[config.mk]
export PLATFORM = sky130hd
export DESIGN_NAME = camera_frame_capture
export DESIGN_NICKNAME = d
export VERILOG_FILES = /design/src/rtl/camera_frame_capture.sv
export SDC_FILE = /design/constraint.sdc
export NUM_CORES = 1
export LEC_CHECK = 0
export BUFFER_PORTS_ARGS = -buffer_cell sky130_fd_sc_hd__buf_4
export CAP_MARGIN = 20
export CORE_ASPECT_RATIO = 1.5
export CORE_MARGIN = 10
export CORE_UTILIZATION = 60
export CTS_BUF_LIST = sky130_fd_sc_hd__clkbuf_2
export DETAILED_ROUTE_END_ITERATION = 7
export PLACE_DENSITY = 0.86
export SKIP_CTS_REPAIR_TIMING = 1
export SLEW_MARGIN = 15
export SYNTH_ARGS = -nofsm -noshare
export SYNTH_HDL_FRONTEND = slang
export SYNTH_SLANG_ARGS = --single-unit
export TNS_END_PERCENT = 1
[constraint.sdc]
create_clock -name i_Clk -period 3.2 [get_ports i_Clk]
set_input_delay 0.48 -clock i_Clk [delete_from_list [all_inputs] [get_ports i_Clk]]
set_output_delay 0.48 -clock i_Clk [all_outputs]
set_load 0.01 [all_outputs]
[src/rtl/camera_frame_capture.sv]
// rtl/camera_frame_capture.sv - camera sensor capture into frame RAM with decimation and windowing
module camera_frame_capture #(
    parameter int CLK_DIV         = 5,
    parameter int DATA_W          = 8,
    parameter int BYTES_PER_PIXEL = 2,
    parameter int FRAME_W         = 160,
    parameter int FRAME_H         = 120,
    parameter int DECIM           = 4,
    parameter int ADDR_W          = 15
) (
    input  logic                                i_Clk,
    input  logic                                i_Rst_n,
    input  logic                                i_EnableCameraRead,
    input  logic                                i_Single,
    input  logic                                i_PLK,
    input  logic                                i_VS,
    input  logic                                i_HS,
    input  logic [DATA_W-1:0]                   i_D,
    output logic                                o_XLK,
    output logic [DATA_W*BYTES_PER_PIXEL-1:0]   o_to_RAM,
    output logic [ADDR_W-1:0]                   o_RAM_Adress,
    output logic                                o_RAM_Write_Enable,
    output logic                                o_Frame_Done,
    output logic                                o_Busy,
    output logic                                o_Overflow
);

    localparam int PIX_W = DATA_W * BYTES_PER_PIXEL;
    localparam int XC_W  = (CLK_DIV > 1) ? $clog2(CLK_DIV) : 1;
    localparam int PH_W  = (DECIM > 1) ? $clog2(DECIM) : 1;
    localparam int CW    = $clog2(FRAME_W + 1);
    localparam int RW    = $clog2(FRAME_H + 1);
    localparam int AW1   = ADDR_W + 1;

    localparam logic [XC_W-1:0] XC_LAST   = XC_W'(CLK_DIV - 1);
    localparam logic [PH_W-1:0] PH_LAST   = PH_W'(DECIM - 1);
    localparam logic            BP_LAST   = 1'(BYTES_PER_PIXEL - 1);
    localparam logic [AW1-1:0]  LAST_ADDR = AW1'(FRAME_W * FRAME_H - 1);

    typedef enum logic [1:0] {
        ST_IDLE,
        ST_WAIT_VS_LOW,
        ST_CAPTURE
    } state_t;

    state_t state_q, state_d;

    logic [XC_W-1:0]   xclk_cnt;
    logic [2:0]        plk_s, vs_s, hs_s;
    logic [DATA_W-1:0] d_s1, d_s2;
    logic              single_q;
    logic              byte_ph;
    logic [PIX_W-1:0]  pix_asm;
    logic [PIX_W-1:0]  asm_next;
    logic [PH_W-1:0]   col_ph, row_ph;
    logic [CW-1:0]     col_out;
    logic [RW-1:0]     row_out;
    logic [AW1-1:0]    row_base;
    logic [AW1-1:0]    wr_addr;
    logic              keep;

    logic plk_rise, vs_rise, vs_fall, hs_fall, hs_on;
    logic arm, start_frame, frame_end, cap_active;

    assign plk_rise = plk_s[1] & ~plk_s[2];
    assign vs_rise  = vs_s[1] & ~vs_s[2];
    assign vs_fall  = ~vs_s[1] & vs_s[2];
    assign hs_fall  = ~hs_s[1] & hs_s[2];
    assign hs_on    = hs_s[1];

    // First byte of a pixel ends up in the MSBs as later bytes shift in below it.
    assign asm_next = (pix_asm << DATA_W) | PIX_W'(d_s2);
    // Address is built from a per-row base plus the output column, so short lines stay aligned.
    assign wr_addr  = row_base + AW1'(col_out);
    assign keep     = (col_ph == '0) && (row_ph == '0) &&
                      (col_out < CW'(FRAME_W)) && (row_out < RW'(FRAME_H));
    assign o_Busy   = (state_q == ST_WAIT_VS_LOW) || (state_q == ST_CAPTURE);

    // Free-running sensor master clock divider.
    always_ff @(posedge i_Clk or negedge i_Rst_n) begin
        if (!i_Rst_n) begin
            xclk_cnt <= '0;
            o_XLK    <= 1'b0;
        end else if (xclk_cnt == XC_LAST) begin
            xclk_cnt <= '0;
            o_XLK    <= ~o_XLK;
        end else begin
            xclk_cnt <= xclk_cnt + 1'b1;
        end
    end

    // Two-flop synchronisers plus a third stage for edge detection; data tracks PLK depth.
    always_ff @(posedge i_Clk or negedge i_Rst_n) begin
        if (!i_Rst_n) begin
            plk_s <= '0;
            vs_s  <= '0;
            hs_s  <= '0;
            d_s1  <= '0;
            d_s2  <= '0;
        end else begin
            plk_s <= {plk_s[1:0], i_PLK};
            vs_s  <= {vs_s[1:0], i_VS};
            hs_s  <= {hs_s[1:0], i_HS};
            d_s1  <= i_D;
            d_s2  <= d_s1;
        end
    end

    // FSM state register.
    always_ff @(posedge i_Clk or negedge i_Rst_n) begin
        if (!i_Rst_n) begin
            state_q <= ST_IDLE;
        end else begin
            state_q <= state_d;
        end
    end

    // Next state and per-cycle control; dropping enable always wins over frame events.
    always_comb begin
        state_d     = state_q;
        arm         = 1'b0;
        start_frame = 1'b0;
        frame_end   = 1'b0;
        cap_active  = 1'b0;
        case (state_q)
            ST_IDLE: begin
                if (i_EnableCameraRead) begin
                    arm     = 1'b1;
                    state_d = ST_WAIT_VS_LOW;
                end
            end
            ST_WAIT_VS_LOW: begin
                if (!i_EnableCameraRead) begin
                    state_d = ST_IDLE;
                end else if (vs_fall) begin
                    start_frame = 1'b1;
                    state_d     = ST_CAPTURE;
                end
            end
            ST_CAPTURE: begin
                if (!i_EnableCameraRead) begin
                    state_d = ST_IDLE;
                end else if (vs_rise) begin
                    frame_end = 1'b1;
                    state_d   = single_q ? ST_IDLE : ST_WAIT_VS_LOW;
                end else begin
                    cap_active = 1'b1;
                end
            end
            default: state_d = ST_IDLE;
        endcase
    end

    // Pixel assembly, decimation counters, window check and RAM write strobe.
    always_ff @(posedge i_Clk or negedge i_Rst_n) begin
        if (!i_Rst_n) begin
            single_q           <= 1'b0;
            byte_ph            <= 1'b0;
            pix_asm            <= '0;
            col_ph             <= '0;
            row_ph             <= '0;
            col_out            <= '0;
            row_out            <= '0;
            row_base           <= '0;
            o_to_RAM           <= '0;
            o_RAM_Adress       <= '0;
            o_RAM_Write_Enable <= 1'b0;
            o_Frame_Done       <= 1'b0;
            o_Overflow         <= 1'b0;
        end else begin
            o_RAM_Write_Enable <= 1'b0;
            o_Frame_Done       <= frame_end;
            if (arm) begin
                single_q   <= i_Single;
                o_Overflow <= 1'b0;
            end
            if (start_frame) begin
                byte_ph  <= 1'b0;
                col_ph   <= '0;
                row_ph   <= '0;
                col_out  <= '0;
                row_out  <= '0;
                row_base <= '0;
            end else if (cap_active) begin
                if (hs_fall) begin
                    byte_ph <= 1'b0;
                    col_ph  <= '0;
                    col_out <= '0;
                    if (row_ph == PH_LAST) begin
                        row_ph <= '0;
                        if (row_out < RW'(FRAME_H)) begin
                            row_out  <= row_out + 1'b1;
                            row_base <= row_base + AW1'(FRAME_W);
                        end
                    end else begin
                        row_ph <= row_ph + 1'b1;
                    end
                end else if (plk_rise && hs_on) begin
                    pix_asm <= asm_next;
                    if (byte_ph == BP_LAST) begin
                        byte_ph <= 1'b0;
                        if (col_ph == PH_LAST) begin
                            col_ph <= '0;
                            if (col_out < CW'(FRAME_W)) begin
                                col_out <= col_out + 1'b1;
                            end
                        end else begin
                            col_ph <= col_ph + 1'b1;
                        end
                        if (keep) begin
                            if (wr_addr > LAST_ADDR) begin
                                o_Overflow <= 1'b1;
                            end else begin
                                o_RAM_Write_Enable <= 1'b1;
                                o_to_RAM           <= asm_next;
                                o_RAM_Adress       <= wr_addr[ADDR_W-1:0];
                            end
                        end
                    end else begin
                        byte_ph <= byte_ph + 1'b1;
                    end
                end
            end
        end
    end

endmodule

==> impl_table.tex, run 1 <==
\begin{tabular}{lr}
\hline
Metric & Value \\
\hline
\multicolumn{2}{l}{\textbf{Outcome}} \\
\quad Result of the run & finished clean \\
\multicolumn{2}{l}{\textbf{Floorplan}} \\
\quad Horizontal die dimension & 91.4 µm \\
\quad Area of the die & 11600 µm² \\
\quad Top-Level Pins & 51 \\
\quad Starting density of the core & 60.7\% \\
\quad Die H & 127 µm \\
\quad Cell Rows & 39 \\
\quad Area of the core & 7560 µm² \\
\multicolumn{2}{l}{\textbf{Critical path}} \\
\quad Maximum net fanout on the critical path & 29 \\
\quad Sort of element at the end of the critical path & register \\
\quad Crit path kind & reg -> reg \\
\quad RR Endpoint & o\_to\_RAM[15] \\
\quad Path depth of the worst reg2reg path & 10 \\
\quad Launching point of the worst reg2reg path & state\_q[1] \\
\quad Worst setup SP type & register \\
\quad Crit-path leading delay family & simple AND/OR/NAND/NOR gates \\
\quad Highest-delay cell along the critical path & or3b\_4 \\
\quad Critical path's largest stage delay & 460 ps \\
\quad Buffers \& Inverters on Critical Path & 2 \\
\quad Critical path, cell by cell & inv\_1 > ha\_1 > and4b\_4 > a21oi\_4 > nand3\_4 > or3b\_4 > nor2\_4 > o21ai\_4 > buf\_12 > mux2\_1 \\
\quad Worst endpoint data arrival time & 3310 ps \\
\quad Launch point of the critical path & state\_q[1] \\
\quad Data required time of the critical path & 3710 ps \\
\quad Register-to-register setup slack & 390 ps \\
\multicolumn{2}{l}{\textbf{Drt}} \\
\quad Total wire length after detailed routing & 8750 µm \\
\quad Number of violations reported at the end of detailed-routing iteration 0 & 129 \\
\quad Vias per Instance & 5.40 \\
\quad Via total after detailed routing & 2865 \\
\quad Antenna-violating nets left & 0 \\
\quad Remaining DRCs & 0 \\
\quad Per-cell routed wire length & 16.5 µm \\
\quad 1st-pass router iterations & 4 \\
\multicolumn{2}{l}{\textbf{Yosys}} \\
\quad Number of synthesized register bits & 105 \\
\quad Number of warning messages in the yosys log & 0 \\
\quad Cell type contributing the most total cell area after synthesis & dfrtp\_1 \\
\quad Share of synthesized registers carrying an async set or reset & 100\% \\
\quad Dominant cell by count in the synthesized netlist & dfrtp\_1 \\
\quad Area of the mapped netlist & 4590 µm² \\
\quad Cell count after synthesis & 358 \\
\quad Number of flops mapped to enable cells by yosys & 0 \\
\quad Register area share after synthesis & 57.2\% \\
\quad Mean instance size in the synthesized netlist & 12.8 µm² \\
\quad Main area contributors after synthesis & dfrtp\_1 57\%, mux2\_4 8.8\%, ha\_1 4.9\%, xor2\_1 2.9\%, xnor2\_1 2.7\% \\
\quad Fraction of synthesized cell area taken by the top area cell type & 57.2\% \\
\quad Syn nets & 391 \\
\quad Commonest register cell after synthesis & dfrtp\_1 \\
\quad Number of unique standard cell types used by synthesis & 55 \\
\quad Most used standard cells in the synthesized netlist & 105 x dfrtp\_1, 31 x nand2\_1, 27 x mux2\_4 \\
\multicolumn{2}{l}{\textbf{CTS}} \\
\quad Clk Latency, worst-skew pair & 590 ps \\
\quad Clk buf depth & 2 \\
\quad Root buf cell & clkbuf\_2 \\
\quad Clock transition time at the flip-flop clock pins of the worst setup and hold paths & 230 ps \\
\quad CTS sink count & 105 \\
\quad CTS tree & yes \\
\quad Number of buffers created by CTS & 9 \\
\quad H-tree depth & 3 \\
\multicolumn{2}{l}{\textbf{Final layout}} \\
\quad Core occupancy in the finished layout & 70.1\% \\
\quad Antenna diode count & 0 \\
\quad Non-filler instance count after layout & 531 \\
\quad Post-layout nets & 459 \\
\quad Proportion of layout cells with a drive suffix above 1 & 27.7\% \\
\quad Synth-to-layout area growth & 15.4\% \\
\quad Fin area & 5300 µm² \\
\multicolumn{2}{l}{\textbf{Placement}} \\
\quad Placed cell areas & 5090 µm² \\
\quad Count of buffers inserted at the top-level ports & 50 \\
\quad Dpl cells & 505 \\
\quad Placed wire-length estimate & 6330 µm \\
\quad Placer congestion estimate & 0.851 \\
\multicolumn{2}{l}{\textbf{Timing}} \\
\quad Max transition margin & 45.2\% \\
\quad RSZ-0062 raised after global routing & no \\
\quad Setup TNS & 0 ps \\
\quad Transition time at the pin with the least slew margin & 821 ps \\
\quad Clk\_skew & 20.5 ps \\
\quad Final max-slew violation count & 0 \\
\quad Fmax & 356 MHz \\
\quad Number of failing hold endpoints at the final stage & 0 \\
\quad Setup Viol. Count Final & 0 \\
\quad Crit share post-route & 87.7\% \\
\quad Final Critical Period & 2810 ps \\
\multicolumn{2}{l}{\textbf{Power}} \\
\quad Total design power & 2.63 mW \\
\quad Power density normalized to cell area & 497 nW/µm² \\
\quad Lkg Pwr & 2.70 nW \\
\quad Worst IR Drop VDD & 427 µV \\
\multicolumn{2}{l}{\textbf{GRT}} \\
\quad Largest net degree at the start of global routing & 68 \\
\quad Number of global-route vias before repair & 3084 \\
\quad Overflow after GRT & 0 \\
\quad Antenna violations before repair & 0 \\
\quad Wire length of the first global-routing pass & 14700 µm \\
\quad Global routing usage summed across all routing layers & 15.5\% \\
\multicolumn{2}{l}{\textbf{Hold path}} \\
\quad Worst hold path depth & 2 \\
\quad Worst hold path class & in -> reg \\
\quad Start point of the worst hold path & i\_Single \\
\quad Hold EP & single\_q \\
\multicolumn{2}{l}{\textbf{Flow run}} \\
\quad Max-cap violation count & 0 \\
\hline
\end{tabular}
==> layout make-up <==
cell class                      count  area, µm²
Sequential cell                   105       2630
Fill cell                         530       2260
Multi-Input combinational cell    231       1870
Timing Repair Buffer               66        538
Tap cell                          102        128
Clock inverter                      5       48.8
Inverter                           13       48.8
Clock buffer                        9       45.0
==> logic make-up after synthesis <==
| kind of cell | count (synthesis) | synth area share [%] |
|---|---|---|
| flip-flops | 105 | 57.2 |
| other | 1 | 0.0816 |
| buffers and inverters | 22 | 2.32 |
| AO/OA/AOI/OAI | 49 | 7.33 |
| XOR/XNOR | 29 | 5.53 |
| adder cells (fa/ha/maj) | 18 | 4.90 |
| AND/OR/NAND/NOR | 95 | 10.9 |
| multiplexers | 39 | 11.7 |
==> placed cells by master, fill, tap and decap left out, types with 2 or more instances in the layout <==
cell / Yosys / layout
dfrtp_1: 105 / 105
buf_4: 0 / 53
nand2_1: 31 / 31
mux2_4: 27 / 27
nor2_1: 26 / 26
ha_1: 18 / 18
xor2_1: 15 / 15
xnor2_1: 14 / 14
dlygate4sd3_1: 0 / 12
inv_1: 11 / 11
o21ai_0: 11 / 11
mux2_2: 10 / 10
a21oi_1: 9 / 9
clkbuf_2: 0 / 9
nand3_1: 6 / 6
nand4_1: 5 / 5
and3_1: 5 / 5
o21ai_1: 4 / 4
o211ai_1: 3 / 3
o31ai_1: 3 / 3
or3_1: 3 / 3
clkinv_1: 0 / 3
inv_2: 2 / 2
and4_1: 2 / 2
and3b_1: 2 / 2
o211a_2: 2 / 2
nand2b_1: 2 / 2
a31oi_1: 2 / 2
o21a_1: 2 / 2
nor3_1: 2 / 2
o2bb2ai_1: 2 / 2
==> metrics by stage <==
step,hold slack [ps],worst slack (ps)
floorplan,184,765
global placement,333,525
detailed placement,340,406
CTS,-46.9,374
global route,90.7,213
finish,110,393
==> worst register-to-register path, cell delays in order (launching register included) <==
cell and delay (ps):
dfrtp_1 450, inv_1 80, ha_1 240, and4b_4 310, a21oi_4 210, nand3_4 180, or3b_4 460, nor2_4 170
o21ai_4 100, buf_12 200, mux2_1 340
==> how the worst max path moves through the flow <==
stage                            to  slack (ps)  depth (start not counted)
floorplan           o_RAM_Adress[0]         770                          9
global placement       o_to_RAM[15]         520                         10
detailed placement      o_to_RAM[6]         410                         10
CTS                    o_to_RAM[15]         370                         10
global route           o_to_RAM[15]         210                         10
finish                 o_to_RAM[15]         390                         10
==> power by group <==
group / switching [mW] / internal (mW)
registers: 0.130 / 1.47
clock network: 0.399 / 0.164
logic: 0.252 / 0.220
==> layer usage <==
metal  wire (µm)  global-route usage (%)  vias to the layer above
met2        4540                    27.1                       69
met4         210                    6.66                        0
met5           0                       0                        -
met1        3620                    17.6                     1408
met3         388                    3.87                       14
li1            -                       -                     1374
==> registers in the layout (all words and copies together) (netlist names) <==
name,count
byte_ph,1
col_out,8
col_ph,2
d_s1,8
d_s2,8
hs_s,3
o_Frame_Done,1
o_Overflow,1
o_RAM_Adress,15
o_RAM_Write_Enable,1
o_XLK,1
o_to_RAM,16
pix_asm,8
plk_s,3
row_base,11
row_out,7
row_ph,2
single_q,1
state_q,2
vs_s,3
xclk_cnt,3
Power figures use the tool's default switching activity.
==> run 2, diff against run 1 <==
Settings changed: BUFFER_PORTS_ARGS -buffer_cell sky130_fd_sc_hd__buf_4 to -buffer_cell sky130_fd_sc_hd__buf_2.
==> run 2 against run 1 <==
Compared with the run above:
- the flow now finishes with violations (negative hold slack)
- design area down 1.6%
- clock skew down 1.8 ps
- register-to-register slack worse by 40 ps
- non-clock buffer count down 1
- sequential power about the same
- clock power up 21%
- sequential share of layout area up 0.80 points
- setup slack worse by 35 ps
- critical path type unchanged
- sequential cell count unchanged
- routed wire length down 5.6%
- global-route usage down 0.63 points
- maximum frequency down 1.2%
==> impl_table.tex, run 2 (same netlist as run 1, synthesis figures left out) <==
\begin{tabular}{lr}
\hline
Metric & Value \\
\hline
\multicolumn{2}{l}{\textbf{Critical path}} \\
\quad Maximum net fanout on the critical path & 29 (unchanged) \\
\quad Path depth of the worst reg2reg path & 10 (unchanged) \\
\quad Sort of element at the end of the critical path & register \\
\quad Crit path kind & reg -> reg \\
\quad Data required time of the critical path & 3700 ps (about the same) \\
\quad Worst endpoint data arrival time & 3340 ps (+30 ps) \\
\quad Worst setup SP type & register \\
\multicolumn{2}{l}{\textbf{GRT}} \\
\quad Global routing usage summed across all routing layers & 14.9\% (-0.63 points) \\
\quad Met1 GRT Util & 18.2\% (+0.60 points) \\
\quad GR Util met2 & 24.0\% (-3.0 points) \\
\quad Overflow after GRT & 0 (unchanged) \\
\quad Antenna violations before repair & 0 (unchanged) \\
\quad Number of global-route vias before repair & 2914 (-5.5\%) \\
\quad Largest net degree at the start of global routing & 78 (+15\%) \\
\quad Met3 routing resource usage after global routing & 3.46\% (-0.41 points) \\
\quad Wire length of the first global-routing pass & 14200 µm (-3.7\%) \\
\quad Layer with the highest usage & met2 \\
\multicolumn{2}{l}{\textbf{Timing}} \\
\quad Worst slack on hold paths & -8.27 ps (-118 ps) \\
\quad Clk\_skew & 18.7 ps (-1.77 ps) \\
\quad Max transition margin & 38.1\% (-7.1 points) \\
\quad Crit share post-route & 88.8\% (+1.1 points) \\
\quad Number of failing hold endpoints at the final stage & 14 (+14) \\
\quad Final Critical Period & 2840 ps (+35.1 ps) \\
\quad RSZ-0062 raised after global routing & no \\
\quad Setup Viol. Count Final & 0 (unchanged) \\
\quad Final max-slew violation count & 0 (unchanged) \\
\quad Fmax & 352 MHz (-1.2\%) \\
\quad Setup TNS & 0 ps (unchanged) \\
\quad Transition time at the pin with the least slew margin & 928 ps (+107 ps) \\
\multicolumn{2}{l}{\textbf{CTS}} \\
\quad Clk Latency, worst-skew pair & 580 ps (about the same) \\
\quad Root buf cell & clkbuf\_2 \\
\quad CTS sink count & 105 (unchanged) \\
\quad Clock transition time at the flip-flop clock pins of the worst setup and hold paths & 260 ps (+30 ps) \\
\quad Number of buffers created by CTS & 9 (unchanged) \\
\quad Clk buf depth & 2 (unchanged) \\
\quad CTS tree & yes \\
\quad H-tree depth & 3 (unchanged) \\
\multicolumn{2}{l}{\textbf{Power}} \\
\quad Worst IR Drop VDD & 434 µV (+1.6\%) \\
\quad Lkg Pwr & 2.71 nW (+0.32\%) \\
\quad Total design power & 2.74 mW (+4.0\%) \\
\quad Power density normalized to cell area & 525 nW/µm² (+5.6\%) \\
\multicolumn{2}{l}{\textbf{Final layout}} \\
\quad Synth-to-layout area growth & 13.6\% \\
\quad Non-filler instance count after layout & 532 (+0.19\%) \\
\quad Flip-flop count of the largest register after layout & 16 (unchanged) \\
\quad Area of the multi-input gates & 1870 µm² (unchanged) \\
\quad Post-layout nets & 458 (-0.22\%) \\
\quad Largest registers in the final layout & o\_to\_RAM x16, o\_RAM\_Adress x15, row\_base x11 \\
\quad Most common library cell in the layout ignoring fill and taps & dfrtp\_1 \\
\quad Most frequent cells in the layout & 105 x dfrtp\_1, 49 x buf\_2, 31 x nand2\_1, 27 x mux2\_4, 26 x nor2\_1 \\
\quad Fin area & 5220 µm² (-1.6\%) \\
\quad Sequential cell area in the final layout & 2630 µm² (unchanged) \\
\quad Proportion of layout cells with a drive suffix above 1 & 28.8\% (+1.1 points) \\
\quad Largest Register & o\_to\_RAM \\
\quad Number of fill cells & 520 (-1.9\%) \\
\quad Antenna diode count & 0 (unchanged) \\
\multicolumn{2}{l}{\textbf{Drt}} \\
\quad Vias per Instance & 5.41 (+0.33\%) \\
\quad 1st-pass router iterations & 4 (unchanged) \\
\quad Per-cell routed wire length & 15.5 µm (-5.8\%) \\
\quad Via total after detailed routing & 2880 (+0.52\%) \\
\quad Remaining DRCs & 0 (unchanged) \\
\quad Antenna-violating nets left & 0 (unchanged) \\
\quad Number of violations reported at the end of detailed-routing iteration 0 & 133 (+3.1\%) \\
\quad Total wire length after detailed routing & 8260 µm (-5.6\%) \\
\multicolumn{2}{l}{\textbf{Floorplan}} \\
\quad Cell Rows & 39 (unchanged) \\
\quad Area of the core & 7560 µm² (unchanged) \\
\quad Die H & 127 µm (unchanged) \\
\quad Starting density of the core & 60.7\% (unchanged) \\
\quad Horizontal die dimension & 91.4 µm (unchanged) \\
\quad Top-Level Pins & 51 (unchanged) \\
\quad Area of the die & 11600 µm² (unchanged) \\
\multicolumn{2}{l}{\textbf{Outcome}} \\
\quad Result of the run & complete, but fails checks \\
\quad Violated checks & negative hold slack \\
\multicolumn{2}{l}{\textbf{Flow run}} \\
\quad Max-cap violation count & 0 (unchanged) \\
\multicolumn{2}{l}{\textbf{Placement}} \\
\quad Dpl cells & 505 (unchanged) \\
\quad Placed wire-length estimate & 5920 µm (-6.5\%) \\
\quad Placer congestion estimate & 0.857 (+0.69\%) \\
\quad Count of buffers inserted at the top-level ports & 50 (unchanged) \\
\quad Placed cell areas & 4970 µm² (-2.4\%) \\
\multicolumn{2}{l}{\textbf{Hold path}} \\
\quad Worst hold path class & in -> async \\
\hline
\end{tabular}
run 2: report_power, final:
part | internal (mW) | leakage (nW) | switching [mW]
Combinational | 0.207 | 1.25 | 0.250
Clock | 0.263 | 0.0783 | 0.420
Sequential | 1.47 | 1.38 | 0.128
run 2: area by class of cell:
cell class / count / share of cell area, %
Inverter: 13 / 0.935
Timing Repair Buffer: 65 / 7.77
Tap cell: 102 / 2.45
Sequential cell: 105 / 50.3
Multi-Input combinational cell: 231 / 35.8
Clock inverter: 6 / 1.77
Clock buffer: 10 / 0.959
run 2: routing by layer:
metal	share of wire [%]	vias up
met4	2.2	0
met5	0	-
li1	-	1370
met2	51	64
met1	43	1433
met3	4.4	13
run 2: stage by stage:
step,utilization [%],setup WS (ps)
floorplan,-,765
global placement,65.7,532
detailed placement,65.7,391
CTS,67.5,350
global route,69.0,220
finish,69.0,357
run 2: worst paths after layout:
kind                            startpoint            to  slack [ps]
min in group i_Clk                i_Single      single_q         100
worst max register to register  state_q[1]  o_to_RAM[12]         360
worst min-delay path               i_Rst_n    pix_asm[3]          -8
worst min register to register     d_s1[7]       d_s2[7]         370
worst max-delay path            state_q[1]  o_to_RAM[12]         360
max in group asynchronous          i_Rst_n  o_Frame_Done        2440
run 2: worst max-delay path, cell delays in order, from the launching register on:
cell and delay, ps:
dfrtp_1 460, inv_1 80, ha_1 230, and4b_4 300, a21oi_4 220, nand3_4 200, or3b_4 470, nor2_4 170
o21ai_4 100, buf_12 200, mux2_4 320
==> run 3, diff against run 2 <==
--- a/config.mk
+++ b/config.mk
@@ -15,2 +15,3 @@
 export PLACE_DENSITY = 0.86
+export SETUP_SLACK_MARGIN = 0.5
 export SKIP_CTS_REPAIR_TIMING = 1
==> constraint.sdc (replaced) <==
create_clock -name i_Clk -period 3.2 [get_ports i_Clk]
set_input_delay 0.16 -clock i_Clk [delete_from_list [all_inputs] [get_ports i_Clk]]
set_output_delay 0.16 -clock i_Clk [all_outputs]
set_load 0.01 [all_outputs]
==> run 3 against run 2 <==
Compared with the run above:
- the run now ends clean
- sequential cell count unchanged
- critical endpoint is now o_RAM_Adress[2]
- critical path depth unchanged
- clock power about the same
- clock skew increased by 6.8 ps
- critical path type unchanged
- worst hold slack improved by 100 ps
- non-clock buffer count grew 11
- via count rose by 2.5%
- core utilization rose by 1.7 points
- first-iteration DRC count down 21%
- cell count rose by 2.3%
- global-route usage down 0.24 points
- setup slack better by 120 ps
==> impl_table.tex, run 3 (same netlist as run 1, synthesis figures left out) <==
\begin{tabular}{lr}
\hline
Metric & Value \\
\hline
\multicolumn{2}{l}{\textbf{Critical path}} \\
\quad Maximum net fanout on the critical path & 21 (-28\%) \\
\quad Buffers \& Inverters on Critical Path & 2 (unchanged) \\
\quad Highest-delay cell along the critical path & dfrtp\_1 \\
\quad Crit path kind & reg -> reg \\
\quad Cell depth of the worst setup path & 10 (unchanged) \\
\quad Critical path, cell by cell & inv\_1 > ha\_2 > and4b\_4 > a21oi\_4 > nand3\_4 > or3b\_4 > nor2\_4 > o21ai\_4 > buf\_8 > mux2\_4 \\
\quad Path depth of the worst reg2reg path & 10 (unchanged) \\
\quad Worst endpoint data arrival time & 3210 ps (-130 ps) \\
\quad Worst setup SP type & register \\
\quad Sort of element at the end of the critical path & register \\
\quad Crit-path leading delay family & simple AND/OR/NAND/NOR gates \\
\quad Critical path's largest stage delay & 470 ps (about the same) \\
\quad Data required time of the critical path & 3690 ps (about the same) \\
\multicolumn{2}{l}{\textbf{Timing}} \\
\quad Clk\_skew & 25.5 ps (+6.83 ps) \\
\quad Setup Viol. Count Final & 0 (unchanged) \\
\quad Final Critical Period & 2720 ps (-119 ps) \\
\quad Crit share post-route & 85.1\% (-3.7 points) \\
\quad RSZ-0062 raised after global routing & yes \\
\quad Setup TNS & 0 ps (unchanged) \\
\quad Number of failing hold endpoints at the final stage & 0 (-14) \\
\quad Fmax & 367 MHz (+4.4\%) \\
\quad Max transition margin & 54.6\% (+16 points) \\
\quad Final max-slew violation count & 0 (unchanged) \\
\quad Transition time at the pin with the least slew margin & 678 ps (-250 ps) \\
\multicolumn{2}{l}{\textbf{Final layout}} \\
\quad Core occupancy in the finished layout & 70.7\% (+1.7 points) \\
\quad Proportion of layout cells with a drive suffix above 1 & 30.5\% (+1.7 points) \\
\quad Largest registers in the final layout & o\_to\_RAM x16, o\_RAM\_Adress x15, row\_base x11 \\
\quad Antenna diode count & 0 (unchanged) \\
\quad Largest Register & o\_to\_RAM \\
\quad Flip-flop count of the largest register after layout & 16 (unchanged) \\
\quad Most common library cell in the layout ignoring fill and taps & dfrtp\_1 \\
\quad Synth-to-layout area growth & 16.4\% \\
\quad Most frequent cells in the layout & 105 x dfrtp\_1, 49 x buf\_2, 31 x nand2\_1, 27 x mux2\_4, 26 x nor2\_1 \\
\quad Post-layout nets & 470 (+2.6\%) \\
\multicolumn{2}{l}{\textbf{CTS}} \\
\quad Number of buffers created by CTS & 9 (unchanged) \\
\quad CTS sink count & 105 (unchanged) \\
\quad Root buf cell & clkbuf\_2 \\
\quad CTS tree & yes \\
\quad Clock transition time at the flip-flop clock pins of the worst setup and hold paths & 260 ps (about the same) \\
\quad Clk Latency, worst-skew pair & 580 ps (about the same) \\
\quad H-tree depth & 3 (unchanged) \\
\quad Clk buf depth & 2 (unchanged) \\
\multicolumn{2}{l}{\textbf{Drt}} \\
\quad 1st-pass router iterations & 4 (unchanged) \\
\quad Vias per Instance & 5.43 (+0.24\%) \\
\quad Via total after detailed routing & 2952 (+2.5\%) \\
\quad Number of violations reported at the end of detailed-routing iteration 0 & 105 (-21\%) \\
\quad Total wire length after detailed routing & 8630 µm (+4.4\%) \\
\quad Per-cell routed wire length & 15.9 µm (+2.1\%) \\
\quad Antenna-violating nets left & 0 (unchanged) \\
\quad Remaining DRCs & 0 (unchanged) \\
\multicolumn{2}{l}{\textbf{Power}} \\
\quad Internal power & 1.95 mW (+0.71\%) \\
\quad Proportion of power drawn by the clock network & 24.6\% (-0.3 points) \\
\quad Share of total power in combinational logic & 17.3\% (+0.6 points) \\
\quad Switching portion of total power & 29.3\% (+0.13 points) \\
\quad Sw Pwr & 0.809 mW (+1.4\%) \\
\quad Seq pwr share & 58.1\% (-0.3 points) \\
\quad Power density normalized to cell area & 517 nW/µm² (-1.5\%) \\
\quad Lkg Pwr & 2.77 nW (+2.3\%) \\
\quad Worst IR Drop VDD & 444 µV (+2.2\%) \\
\multicolumn{2}{l}{\textbf{GRT}} \\
\quad Wire length of the first global-routing pass & 13900 µm (-2.1\%) \\
\quad Largest net degree at the start of global routing & 58 (-26\%) \\
\quad Number of global-route vias before repair & 2957 (+1.5\%) \\
\quad Antenna violations before repair & 0 (unchanged) \\
\quad Overflow after GRT & 0 (unchanged) \\
\quad Global routing usage summed across all routing layers & 14.7\% (-0.24 points) \\
\multicolumn{2}{l}{\textbf{Floorplan}} \\
\quad Area of the core & 7560 µm² (unchanged) \\
\quad Die H & 127 µm (unchanged) \\
\quad Horizontal die dimension & 91.4 µm (unchanged) \\
\quad Starting density of the core & 60.7\% (unchanged) \\
\quad Top-Level Pins & 51 (unchanged) \\
\quad Area of the die & 11600 µm² (unchanged) \\
\quad Cell Rows & 39 (unchanged) \\
\multicolumn{2}{l}{\textbf{Outcome}} \\
\quad Result of the run & finished clean \\
\multicolumn{2}{l}{\textbf{Placement}} \\
\quad Placed wire-length estimate & 6040 µm (+2.0\%) \\
\quad Count of buffers inserted at the top-level ports & 50 (unchanged) \\
\quad Placer congestion estimate & 0.816 (-4.8\%) \\
\multicolumn{2}{l}{\textbf{Hold path}} \\
\quad Worst hold path class & in -> async \\
\multicolumn{2}{l}{\textbf{Flow run}} \\
\quad Max-cap violation count & 0 (unchanged) \\
\hline
\end{tabular}
==> run 3: power by group through the flow <==
| stage | Clock [mW] | Sequential [mW] | Combinational, mW |
|---|---|---|---|
| 6_report | 0.680 | 1.60 | 0.479 |
| 4_1_cts | 0.700 | 1.60 | 0.456 |
| 3_5_place_dp | 0 | 1.63 | 0.450 |
| 2_1_floorplan | 0 | 1.58 | 0.331 |
| 3_3_place_gp | 0 | 1.61 | 0.419 |
| 5_1_grt | 0.749 | 1.63 | 0.551 |
==> run 3: final timing paths <==
check,from,endpoint,slack (ps)
worst max register to register,state_q[1],o_RAM_Adress[2],480
worst max-delay path,state_q[1],o_RAM_Adress[2],480
max in group asynchronous,i_Rst_n,row_out[6],2400
min in group i_Clk,i_D[0],d_s1[0],190
worst min-delay path,i_Rst_n,o_RAM_Adress[14],90
worst min register to register,hs_s[0],hs_s[1],380
==> run 3: layout make-up <==
class                   instances  area, µm²
inverters                      13       48.8
multi-input cells             232       1900
clock buffers                  10       50.0
fillers                       519       2220
well taps                     102        128
repair buffers                 76        503
flip-flops and latches        105       2630
clock inverters                 6       90.1
==> run 3: per-layer routing <==
metal / GRT usage [%] / up-vias / wire (µm)
met5: 0 / - / 0
met4: 5.55 / 0 / 187
met3: 5.16 / 16 / 492
met2: 25.4 / 61 / 4560
met1: 16.1 / 1485 / 3390
li1: - / 1390 / -
==> run 3: per-stage QoR <==
| step | area [µm²] | hold WS, ps | instances | setup WS (ps) | power (mW) |
|---|---|---|---|---|---|
| after global placement | 4970 | 192 | 505 | 481 | 2.03 |
| final | 5350 | 94.1 | 544 | 476 | 2.76 |
| after floorplan | 4590 | -136 | 358 | 765 | 1.91 |
| after CTS | 5110 | -470 | 521 | 295 | 2.76 |
| after global routing | 5350 | 74.3 | 544 | 383 | 2.93 |
| after detailed placement | 4970 | 202 | 505 | 351 | 2.08 |
